--- src/rtl/id_ex_pipe_reg.sv ---
// id_ex_pipe_reg: ID->EX pipeline register with valid/ready handshake,
// flush, stall and an optional 2-entry skid buffer. With SKID=1 the
// in_ready output comes straight from a flop, so decode never sees a
// combinational path from the execute stage's ready.
module id_ex_pipe_reg #(
  parameter int DATA_WIDTH     = 32,
  parameter int REG_ADDR_WIDTH = 4,
  parameter int CTRL_WIDTH     = 8,
  parameter int SKID           = 1,
  parameter int CNT_WIDTH      = 16
) (
  input  logic                      clock,
  input  logic                      reset,
  input  logic                      flush,
  input  logic                      in_valid,
  output logic                      in_ready,
  input  logic [DATA_WIDTH-1:0]     in_dataA,
  input  logic [DATA_WIDTH-1:0]     in_dataB,
  input  logic [REG_ADDR_WIDTH-1:0] in_wr_addr,
  input  logic [DATA_WIDTH-1:0]     in_pcpp,
  input  logic [DATA_WIDTH-1:0]     in_ext,
  input  logic [CTRL_WIDTH-1:0]     in_ctrl,
  output logic                      out_valid,
  input  logic                      out_ready,
  output logic [DATA_WIDTH-1:0]     out_dataA,
  output logic [DATA_WIDTH-1:0]     out_dataB,
  output logic [REG_ADDR_WIDTH-1:0] out_wr_addr,
  output logic [DATA_WIDTH-1:0]     out_pcpp,
  output logic [DATA_WIDTH-1:0]     out_ext,
  output logic [CTRL_WIDTH-1:0]     out_ctrl,
  output logic [CNT_WIDTH-1:0]      bubble_count
);

  // A beat is kept as one packed vector: {A, B, wr_addr, pcpp, ext, ctrl}.
  localparam int BEAT_W  = 4*DATA_WIDTH + REG_ADDR_WIDTH + CTRL_WIDTH;
  localparam int CTRL_LO = 0;
  localparam int EXT_LO  = CTRL_LO + CTRL_WIDTH;
  localparam int PCPP_LO = EXT_LO + DATA_WIDTH;
  localparam int WR_LO   = PCPP_LO + DATA_WIDTH;
  localparam int B_LO    = WR_LO + REG_ADDR_WIDTH;
  localparam int A_LO    = B_LO + DATA_WIDTH;

  localparam logic [1:0] ST_EMPTY = 2'd0;
  localparam logic [1:0] ST_ONE   = 2'd1;
  localparam logic [1:0] ST_TWO   = 2'd2;

  localparam logic [CNT_WIDTH-1:0] CNT_ONE = {{(CNT_WIDTH-1){1'b0}}, 1'b1};

  logic [1:0]           r_state;
  logic                 r_inReady;
  logic [BEAT_W-1:0]    r_main;
  logic [BEAT_W-1:0]    r_skid;
  logic [CNT_WIDTH-1:0] r_bubble;

  logic [BEAT_W-1:0] w_inBeat;
  logic              w_accept;
  logic              w_deliver;
  logic [1:0]        w_nextState;
  logic              w_loadMainIn;
  logic              w_loadMainSkid;
  logic              w_loadSkid;

  assign w_inBeat  = {in_dataA, in_dataB, in_wr_addr, in_pcpp, in_ext, in_ctrl};
  assign out_valid = (r_state != ST_EMPTY);
  assign in_ready  = (SKID != 0) ? r_inReady : ((r_state == ST_EMPTY) | out_ready);
  assign w_accept  = in_valid & in_ready;
  assign w_deliver = out_valid & out_ready;

  assign out_dataA    = r_main[A_LO    +: DATA_WIDTH];
  assign out_dataB    = r_main[B_LO    +: DATA_WIDTH];
  assign out_wr_addr  = r_main[WR_LO   +: REG_ADDR_WIDTH];
  assign out_pcpp     = r_main[PCPP_LO +: DATA_WIDTH];
  assign out_ext      = r_main[EXT_LO  +: DATA_WIDTH];
  assign out_ctrl     = r_main[CTRL_LO +: CTRL_WIDTH];
  assign bubble_count = r_bubble;

  // Occupancy transitions and which register loads what; flush empties everything.
  always_comb begin
    w_nextState    = r_state;
    w_loadMainIn   = 1'b0;
    w_loadMainSkid = 1'b0;
    w_loadSkid     = 1'b0;
    if (flush) begin
      w_nextState = ST_EMPTY;
    end else if (SKID != 0) begin
      case (r_state)
        ST_EMPTY: begin
          if (w_accept) begin
            w_loadMainIn = 1'b1;
            w_nextState  = ST_ONE;
          end
        end
        ST_ONE: begin
          if (w_accept && w_deliver) begin
            w_loadMainIn = 1'b1;
          end else if (w_accept) begin
            w_loadSkid  = 1'b1;
            w_nextState = ST_TWO;
          end else if (w_deliver) begin
            w_nextState = ST_EMPTY;
          end
        end
        ST_TWO: begin
          if (w_deliver) begin
            w_loadMainSkid = 1'b1;
            w_nextState    = ST_ONE;
          end
        end
        default: w_nextState = ST_EMPTY;
      endcase
    end else begin
      if (w_accept) begin
        w_loadMainIn = 1'b1;
        w_nextState  = ST_ONE;
      end else if (w_deliver) begin
        w_nextState = ST_EMPTY;
      end
    end
  end

  // Control state; in_ready is precomputed from the next state so it leaves a flop.
  always_ff @(negedge clock) begin
    if (reset) begin
      r_state   <= ST_EMPTY;
      r_inReady <= 1'b1;
    end else begin
      r_state   <= w_nextState;
      r_inReady <= (w_nextState != ST_TWO);
    end
  end

  // Beat storage; the main register keeps its contents when emptied so outputs hold.
  always_ff @(negedge clock) begin
    if (reset) begin
      r_main <= '0;
      r_skid <= '0;
    end else begin
      if (w_loadMainIn) begin
        r_main <= w_inBeat;
      end else if (w_loadMainSkid) begin
        r_main <= r_skid;
      end
      if (w_loadSkid) begin
        r_skid <= w_inBeat;
      end
    end
  end

  // Saturating count of edges where execute was ready but had nothing to take.
  always_ff @(negedge clock) begin
    if (reset) begin
      r_bubble <= '0;
    end else if (out_ready && !out_valid && (r_bubble != {CNT_WIDTH{1'b1}})) begin
      r_bubble <= r_bubble + CNT_ONE;
    end
  end

endmodule

--- config.mk ---
export PLATFORM = sky130hd
export DESIGN_NAME = id_ex_pipe_reg
export DESIGN_NICKNAME = d
export VERILOG_FILES = /design/src/rtl/id_ex_pipe_reg.sv
export SDC_FILE = /design/constraint.sdc
export NUM_CORES = 1
export LEC_CHECK = 0
export CORE_ASPECT_RATIO = 0.7
export CORE_UTILIZATION = 40
export CTS_CLUSTER_DIAMETER = 200
export DETAILED_ROUTE_END_ITERATION = 10
export PLACE_DENSITY = 0.78
export SYNTH_ARGS = -nofsm -noshare
export SYNTH_HDL_FRONTEND = slang
export SYNTH_SLANG_ARGS = --single-unit
--- constraint.sdc ---
create_clock -name clock -period 2.3 [get_ports clock]
set_input_delay 0.69 -clock clock [delete_from_list [all_inputs] [get_ports clock]]
set_output_delay 0.69 -clock clock [all_outputs]
set_load 0.05 [all_outputs]
# Word level (Yosys, flattened, before mapping)

Cells that the tools add are included.
Widths: inputs -> output; s select.

Register bits after elaboration: 299
Bits of input ports: 145
Output and inout port bits: 158
Logic and storage cells: 38

Bitwise gates (word level): 2
Mux-type cells: 19
Equal/unequal tests: 4
Reductions and logical operators: 7
$add $sub $neg: 1

Operators by type and width:

| operator              | number |
|---|---|
| $mux 140              | 2 |
| $add 16x1->16 const B | 1 |
| $ne 16x16->1 const B  | 1 |
| $mux 2                | 6 |
| $mux 1                | 9 |
| $pmux 2 s3            | 1 |
| $reduce_bool 2->1     | 2 |
| $logic_and 1x1->1     | 3 |
| $and 1x1->1           | 2 |
| $eq 2x1->1 const B    | 1 |
| $eq 2x2->1 const B    | 1 |
| $logic_not 2->1       | 1 |
| $ne 2x2->1 const B    | 1 |
| $pmux 1 s2            | 1 |
| $logic_not 1->1       | 1 |

# Depth between registers and ports, before layout

Gate-level depths: netlist (run 1).

Word-level depth: 8
Depth in mapped cells: 8
Mapped depth without buffers: 5

==> summary.md, run 1 <==
| Metric | Value |
|---|---|
| Crit path cell chain | `buf_12` |
| Netlist cell types | `41` |
| Peak supply drop | `0.712 mV` |
| Die W | `216 um` |
| Avg WL per Cell | `30.3 um` |
| Clock buffer depth | `3` |
| Clk root buf | `clkbuf_16` |
| Yosys warns | `0` |
| Max Fanout on Critical Path | `2` |
| Yosys top cell area share | `46.6%` |
| Worst path max stage delay | `460 ps` |
| Sequential Area | `0.00657 mm2` |
| Filler instances | `1011` |
| Initial Util | `41.0%` |
| Family with the most delay on the worst path | `flip-flops` |
| DRC | `0` |
| Die Y | `152 um` |
| Initial drt markers | `1752` |
| GRT met3 Usage | `12.4%` |
| I/O pin total | `303` |
| CP bufs+invs | `1` |
| # setup viols final | `455` |
| H-tree levels | `1` |
| Standard-cell rows | `54` |
| PnR worst setup slack | `-970 ps` |
| First-pass GRT wire length | `102 mm` |
| Overall power consumption | `18.1 mW` |
| Startpoint types | `register` |
| Cells after Synth | `1361` |
| Pwr Density | `649 mW/mm2` |
| # clock sinks | `299` |
| Max Slew Vio Count | `0` |
| Grt met1 use | `42.5%` |
| Pin count of the biggest net entering global routing | `36` |
| Synth area leader | `dfxtp_1` |
| Number of synthesized register bits | `299` |
| Int Power | `10.9 mW` |
| Switch Pwr | `7.16 mW` |
| CP required | `1610 ps` |
| Detailed placer's ending HPWL | `26.7 mm` |
| Die ar. | `0.0329 mm2` |
| CTS tree | `yes` |
| Violations in the final reports | `negative setup slack` |
| Status | `complete, but fails checks` |
| DR vias | `16100` |
| Cell Area, Synth | `0.0128 mm2` |
| Reg power frac | `31.2%` |
| Leakage | `10.5 nW` |
| Clock-pin slew on the worst setup and hold paths | `320 ps` |
| IO buf count | `302` |
| CTS buffer count | `31` |
| Layout cells sized above 1 | `59.7%` |
| Placeable Area | `0.0314 mm2` |
| Sw Share | `39.6%` |
| Dpl cells | `2088` |
| Met2 Use GR | `68.2%` |
| Post-Layout Cell Count | `2599` |
| Clk_skew | `221 ps` |
| Number of global-route vias before repair | `17300` |
| Worst Hold Class | `reg2reg` |
| Place WS | `-1530 ps` |
| Nets | `2298` |
| Critical path class | `reg2out` |
| Worst path slowest cell | `dfxtp_4` |
| Global placer's final weighted congestion | `0.840` |
| Max Cap Viol | `0` |
| Number of antenna violations at the first check in global routing | `6` |
| DR vias/cell | `6.20` |
| Slew headroom | `44.4%` |
| Routed Antenna Nets | `0` |
| Total GRT Usage | `40.2%` |
| Area of the multi-input gates | `0.00960 mm2` |
| Congestion Overflow GR | `0` |
| Worst-Margin Slew | `811 ps` |
| RSZ-0062 raised after global routing | `true` |
| Top cells by area, synth | `dfxtp_1 47%, a211oi_2 14%, mux2i_1 11%` |
| P&R area growth vs syn | `117%` |
| Average cell area after synthesis | `9.44 um2` |
| Crit path DAT | `2580 ps` |
| Final hold violations | `0` |
| Worst setup EP type | `output pin` |
| Worst-skew pair later-pin latency | `820 ps` |
| Combinational power share | `19.8%` |
| Wire length after detailed routing | `78.8 mm` |
| Post-synthesis sequential area ratio | `46.6%` |
| Clock share of power | `49.0%` |
| Mapped Nets | `1507` |
| Global routing's busiest layer | `met2` |
| Detailed Routing Iterations Pass 1 | `6` |
==> stage by stage <==
stage | hold WS (ps) | utilization (%) | instance area (um2) | setup TNS (ps)
4_1_cts | 450 | 83.8 | 26300 | -258060
2_1_floorplan | 436 | - | 14200 | -243140
6_report | 482 | 88.8 | 27800 | -280200
3_3_place_gp | 439 | 63.2 | 19800 | -420530
5_1_grt | 496 | 88.8 | 27800 | -280190
3_5_place_dp | 444 | 63.2 | 19800 | -426150
==> area by class of cell <==
| class | instances | area share (%) |
|---|---|---|
| inverter | 2 | 0.0270 |
| antenna | 4 | 0.0360 |
| multi-input combinational | 947 | 34.5 |
| sequential | 299 | 23.6 |
| timing repair buffer | 572 | 32.2 |
| clock inverter | 324 | 4.99 |
| clock buffer | 31 | 2.79 |
| tap | 420 | 1.89 |
==> cells by family (layout without fill, tap and decap cells) <==
kind of cell / after synthesis / count (layout) / share of synthesized area [%]
other: 0 / 4 / 0
multiplexers: 152 / 152 / 11.9
flip-flops: 299 / 299 / 46.6
buffers and inverters: 117 / 929 / 5.55
AO/OA/AOI/OAI: 295 / 295 / 19.8
adder cells (fa/ha/maj): 1 / 1 / 0.0974
AND/OR/NAND/NOR: 497 / 499 / 16.0
==> sequential cells by signal, summed over array words and instances (netlist names) <==
| signal | count |
|---|---|
| r_skid | 140 |
| bubble_count | 16 |
| r_state | 2 |
| in_ready | 1 |
| r_main | 140 |
==> cell usage after synthesis <==
master and number:
nor4_2 1, a21oi_2 1, dfxtp_1 299, clkbuf_1 51, nand3_1 8, or3b_1 1, o31ai_1 3, nand4_1 3
nor3b_1 1, and3b_1 1, nand2_1 287, nor2_1 156, ha_1 1, nand2b_1 2, and4_1 1, and2b_1 1
mux2_2 10, or2_2 2, and3_1 1, mux2_1 1, nor4_1 4, buf_4 8, nor4b_1 2, mux2i_1 141
nor3_1 4, o21ai_0 1, a211oi_2 140, a211oi_1 2, or4_1 7, or4b_1 1, a21oi_1 146, inv_1 3
nor2b_1 11, nand2b_2 1, buf_1 1, buf_2 24, o41ai_1 1, nor4_4 2, buf_6 27, clkbuf_4 3
o21bai_1 1
==> layer usage <==
metal  up-vias  wire length, um
met5         -               27
li1       6325                -
met1      7732            27300
met4         4             6630
met2      1478            36900
met3       568             7920
==> cell usage in the layout, fill, tap and decap left out, types with 14 or more instances in the layout <==
cell	netlist	final
a211oi_2	140	121
buf_8	0	19
buf_6	27	31
a21oi_2	1	136
nand2_4	0	145
a211oi_4	0	21
nor2_1	156	14
dfxtp_1	299	140
buf_4	8	92
buf_12	0	232
buf_16	0	54
dfxtp_4	0	155
inv_1	3	311
mux2i_1	141	117
nand2_1	287	116
nand2_2	0	18
mux2i_2	0	17
nor2_4	0	132
clkdlybuf4s50_1	0	140
clkbuf_16	0	35
==> worst paths after layout <==
kind / start / endpoint / slack (ps) / cells past startpoint
hold reg to reg: r_skid[78] / r_skid[78] / 480 / 2
setup / recovery: r_main[49] / out_pcpp[9] / -970 / 1
setup reg to reg: r_state[1] / r_main[37] / -290 / 9
hold / removal: r_skid[78] / r_skid[78] / 480 / 2
==> power by group through the flow <==
stage / clock, mW / sequential (mW) / combinational [mW]
after floorplan: 0.780 / 6.16 / 0.731
after global placement: 0.780 / 5.66 / 2.57
after detailed placement: 0.780 / 5.66 / 2.62
after CTS: 7.61 / 5.60 / 3.25
after global routing: 9.28 / 5.65 / 3.63
final: 8.85 / 5.64 / 3.58
==> timing repair <==
| item | in CTS | in global routing |
|---|---|---|
| gates cloned | 68 | 4 |
| buffers inserted | 57 | 56 |
| resized for setup | 584 | 372 |
| endpoints found under the setup margin | 457 | 455 |
| hold buffers | 0 | 0 |
| pin swaps | 200 | 145 |
Note: power is estimated with default switching activity, not from simulation.
==> run 2: changes to the inputs <==
REMOVE_ABC_BUFFERS = 1   (was unset)
==> run 2 against run 1 <==
Net effect:
- the flow still finishes with violations (negative setup slack)
- clock-buffer cell count unchanged
- first-iteration DRC count rose by 16%
- sequential power grew 0.7%
- final area shrank 2.0%
- global-route usage decreased by 3.1 points
- die area stayed put
- clock power rose by 1%
- non-clock buffer count fell by 3
- via count rose by 1.2%
==> summary.md, run 2 (synthesis results as in run 1) <==
| Metric | Value |
|---|---|
| Most common cell after layout, fill and taps aside | `inv_1` |
| Initial drt markers | `2032` |
| I/O pin total | `303` |
| Initial Util | `41.0%` |
| Dpl cells | `2078` |
| Status | `complete, but fails checks` |
| Hold endpoint | `r_skid[55]` |
| Die ar. | `0.0329 mm2` |
| Critical path class | `reg2out` |
| DRC | `0` |
| Clock-pin slew on the worst setup and hold paths | `60 ps` |
| Hold path depth | `2` |
| Most frequent cells in the layout | `308 x inv_1, 226 x buf_12, 159 x nand2_4, 141 x dfxtp_1, 140 x clkdlybuf4s50_1` |
| First-pass GRT wire length | `94.3 mm` |
| Congestion Overflow GR | `0` |
| CP bufs+invs | `1` |
| Worst-skew pair later-pin latency | `770 ps` |
| Avg WL per Cell | `31.0 um` |
| FF-to-FF setup slack | `-300 ps` |
| Place WS | `-1460 ps` |
| Wire length after detailed routing | `80.3 mm` |
| CTS buffer count | `31` |
| IO buf count | `302` |
| Nets | `2295` |
| H-tree levels | `1` |
| Die W | `216 um` |
| Layout cells sized above 1 | `59.4%` |
| Worst path max stage delay | `320 ps` |
| Crit path DAT | `2510 ps` |
| Pwr Density | `667 mW/mm2` |
| Worst setup EP type | `output pin` |
| DR vias/cell | `6.28` |
| Hold WS | `458 ps` |
| Standard-cell rows | `54` |
| Setup TNS | `-273260 ps` |
| Final hold violations | `0` |
| Critical R2R Launch | `bubble_count[1]` |
| Worst r2r dst | `bubble_count[7]` |
| Die Y | `152 um` |
| PnR worst setup slack | `-899 ps` |
| Leakage | `11.1 nW` |
| Post-Layout Cell Count | `2595` |
| P&R area growth vs syn | `112%` |
| Violations in the final reports | `negative setup slack` |
| Worst-Margin Slew | `857 ps` |
| Worst Hold Class | `reg2reg` |
| Clk_skew | `150 ps` |
| Crit path cell chain | `or2_4 > buf_12` |
| CP required | `1610 ps` |
| # setup viols final | `456` |
| Max Fanout on Critical Path | `2` |
| Path depth of the worst reg2reg path | `7` |
| Hold path start | `r_skid[55]` |
| Startpoint types | `register` |
| Routed Antenna Nets | `0` |
| DR vias | `16300` |
| Worst path slowest cell | `dfxtp_1` |
| Pin count of the biggest net entering global routing | `34` |
| Detailed placer's ending HPWL | `26.1 mm` |
| Detailed Routing Iterations Pass 1 | `6` |
| Placeable Area | `0.0314 mm2` |
| Overall power consumption | `18.2 mW` |
| CTS Hold Bufs | `0` |
| Number of global-route vias before repair | `16600` |
| RSZ-0062 raised after global routing | `true` |
| Slew headroom | `42.4%` |
| CTS tree | `yes` |
| Clk root buf | `clkbuf_16` |
| Peak supply drop | `0.647 mV` |
| Max Slew Vio Count | `0` |
| Max Cap Viol | `0` |
| Family with the most delay on the worst path | `flip-flops` |
| Clock buffer depth | `3` |
| Number of antenna violations at the first check in global routing | `8` |
| Total GRT Usage | `37.1%` |
| # clock sinks | `299` |
| Global placer's final weighted congestion | `0.837` |
[run 2: layout make-up]
type	count	area (um2)
Antenna cell	6	15.0
Inverter	2	7.51
Clock inverter	321	1380
Fill cell	1087	4080
Clock buffer	31	776
Tap cell	420	526
Timing Repair Buffer	569	8840
Sequential cell	299	6350
Multi-Input combinational cell	947	9380
[run 2: report_power, final]
| part | switching [mW] | leakage (nW) | internal (mW) |
|---|---|---|---|
| combinational | 1.85 | 6.49 | 1.70 |
| clock | 5.12 | 2.11 | 3.83 |
| sequential | 0.280 | 2.52 | 5.40 |
[run 2: metrics by stage]
| step | area, um2 | utilization [%] |
|---|---|---|
| 2_1_floorplan | 12100 | - |
| 3_3_place_gp | 18500 | 59.1 |
| 3_5_place_dp | 18500 | 59.1 |
| 4_1_cts | 24600 | 78.3 |
| 5_1_grt | 27300 | 87.0 |
| 6_report | 27300 | 87.0 |
[run 2: how the worst max path moves through the flow]
| stage | startpoint | end | slack [ps] | cells after the start |
|---|---|---|---|---|
| finish | r_state[0] | out_valid | -900 | 2 |
| global route | r_state[0] | out_valid | -920 | 2 |
| CTS | r_state[0] | out_valid | -870 | 2 |
| detailed placement | flush | r_main[41] | -1460 | 6 |
| global placement | out_ready | bubble_count[15] | -1430 | 5 |
| floorplan | out_ready | r_main[0] | -6620 | 3 |
[run 2: worst register-to-register path: cells and delay by family, from the launching register on]
kind | cells | cell delay (ps)
buf+inv | 2 | 250
flops | 1 | 370
fa+ha+maj | 1 | 370
mux | 1 | 340
compound gates | 1 | 210
simple gates | 2 | 930
[run 2: repair_timing]
action / in CTS / in global routing
pin swaps: 89 / 232
setup buffers: 50 / 73
gates cloned: 61 / 14
resized for setup: 597 / 670
setup endpoints to repair: 457 / 457
[run 2: metal layers]
layer  wire length [um]  track usage, %
met5                 11               0
met4               7180            24.0
met3               9490            12.2
met2              36400            62.1
met1              27300            40.3
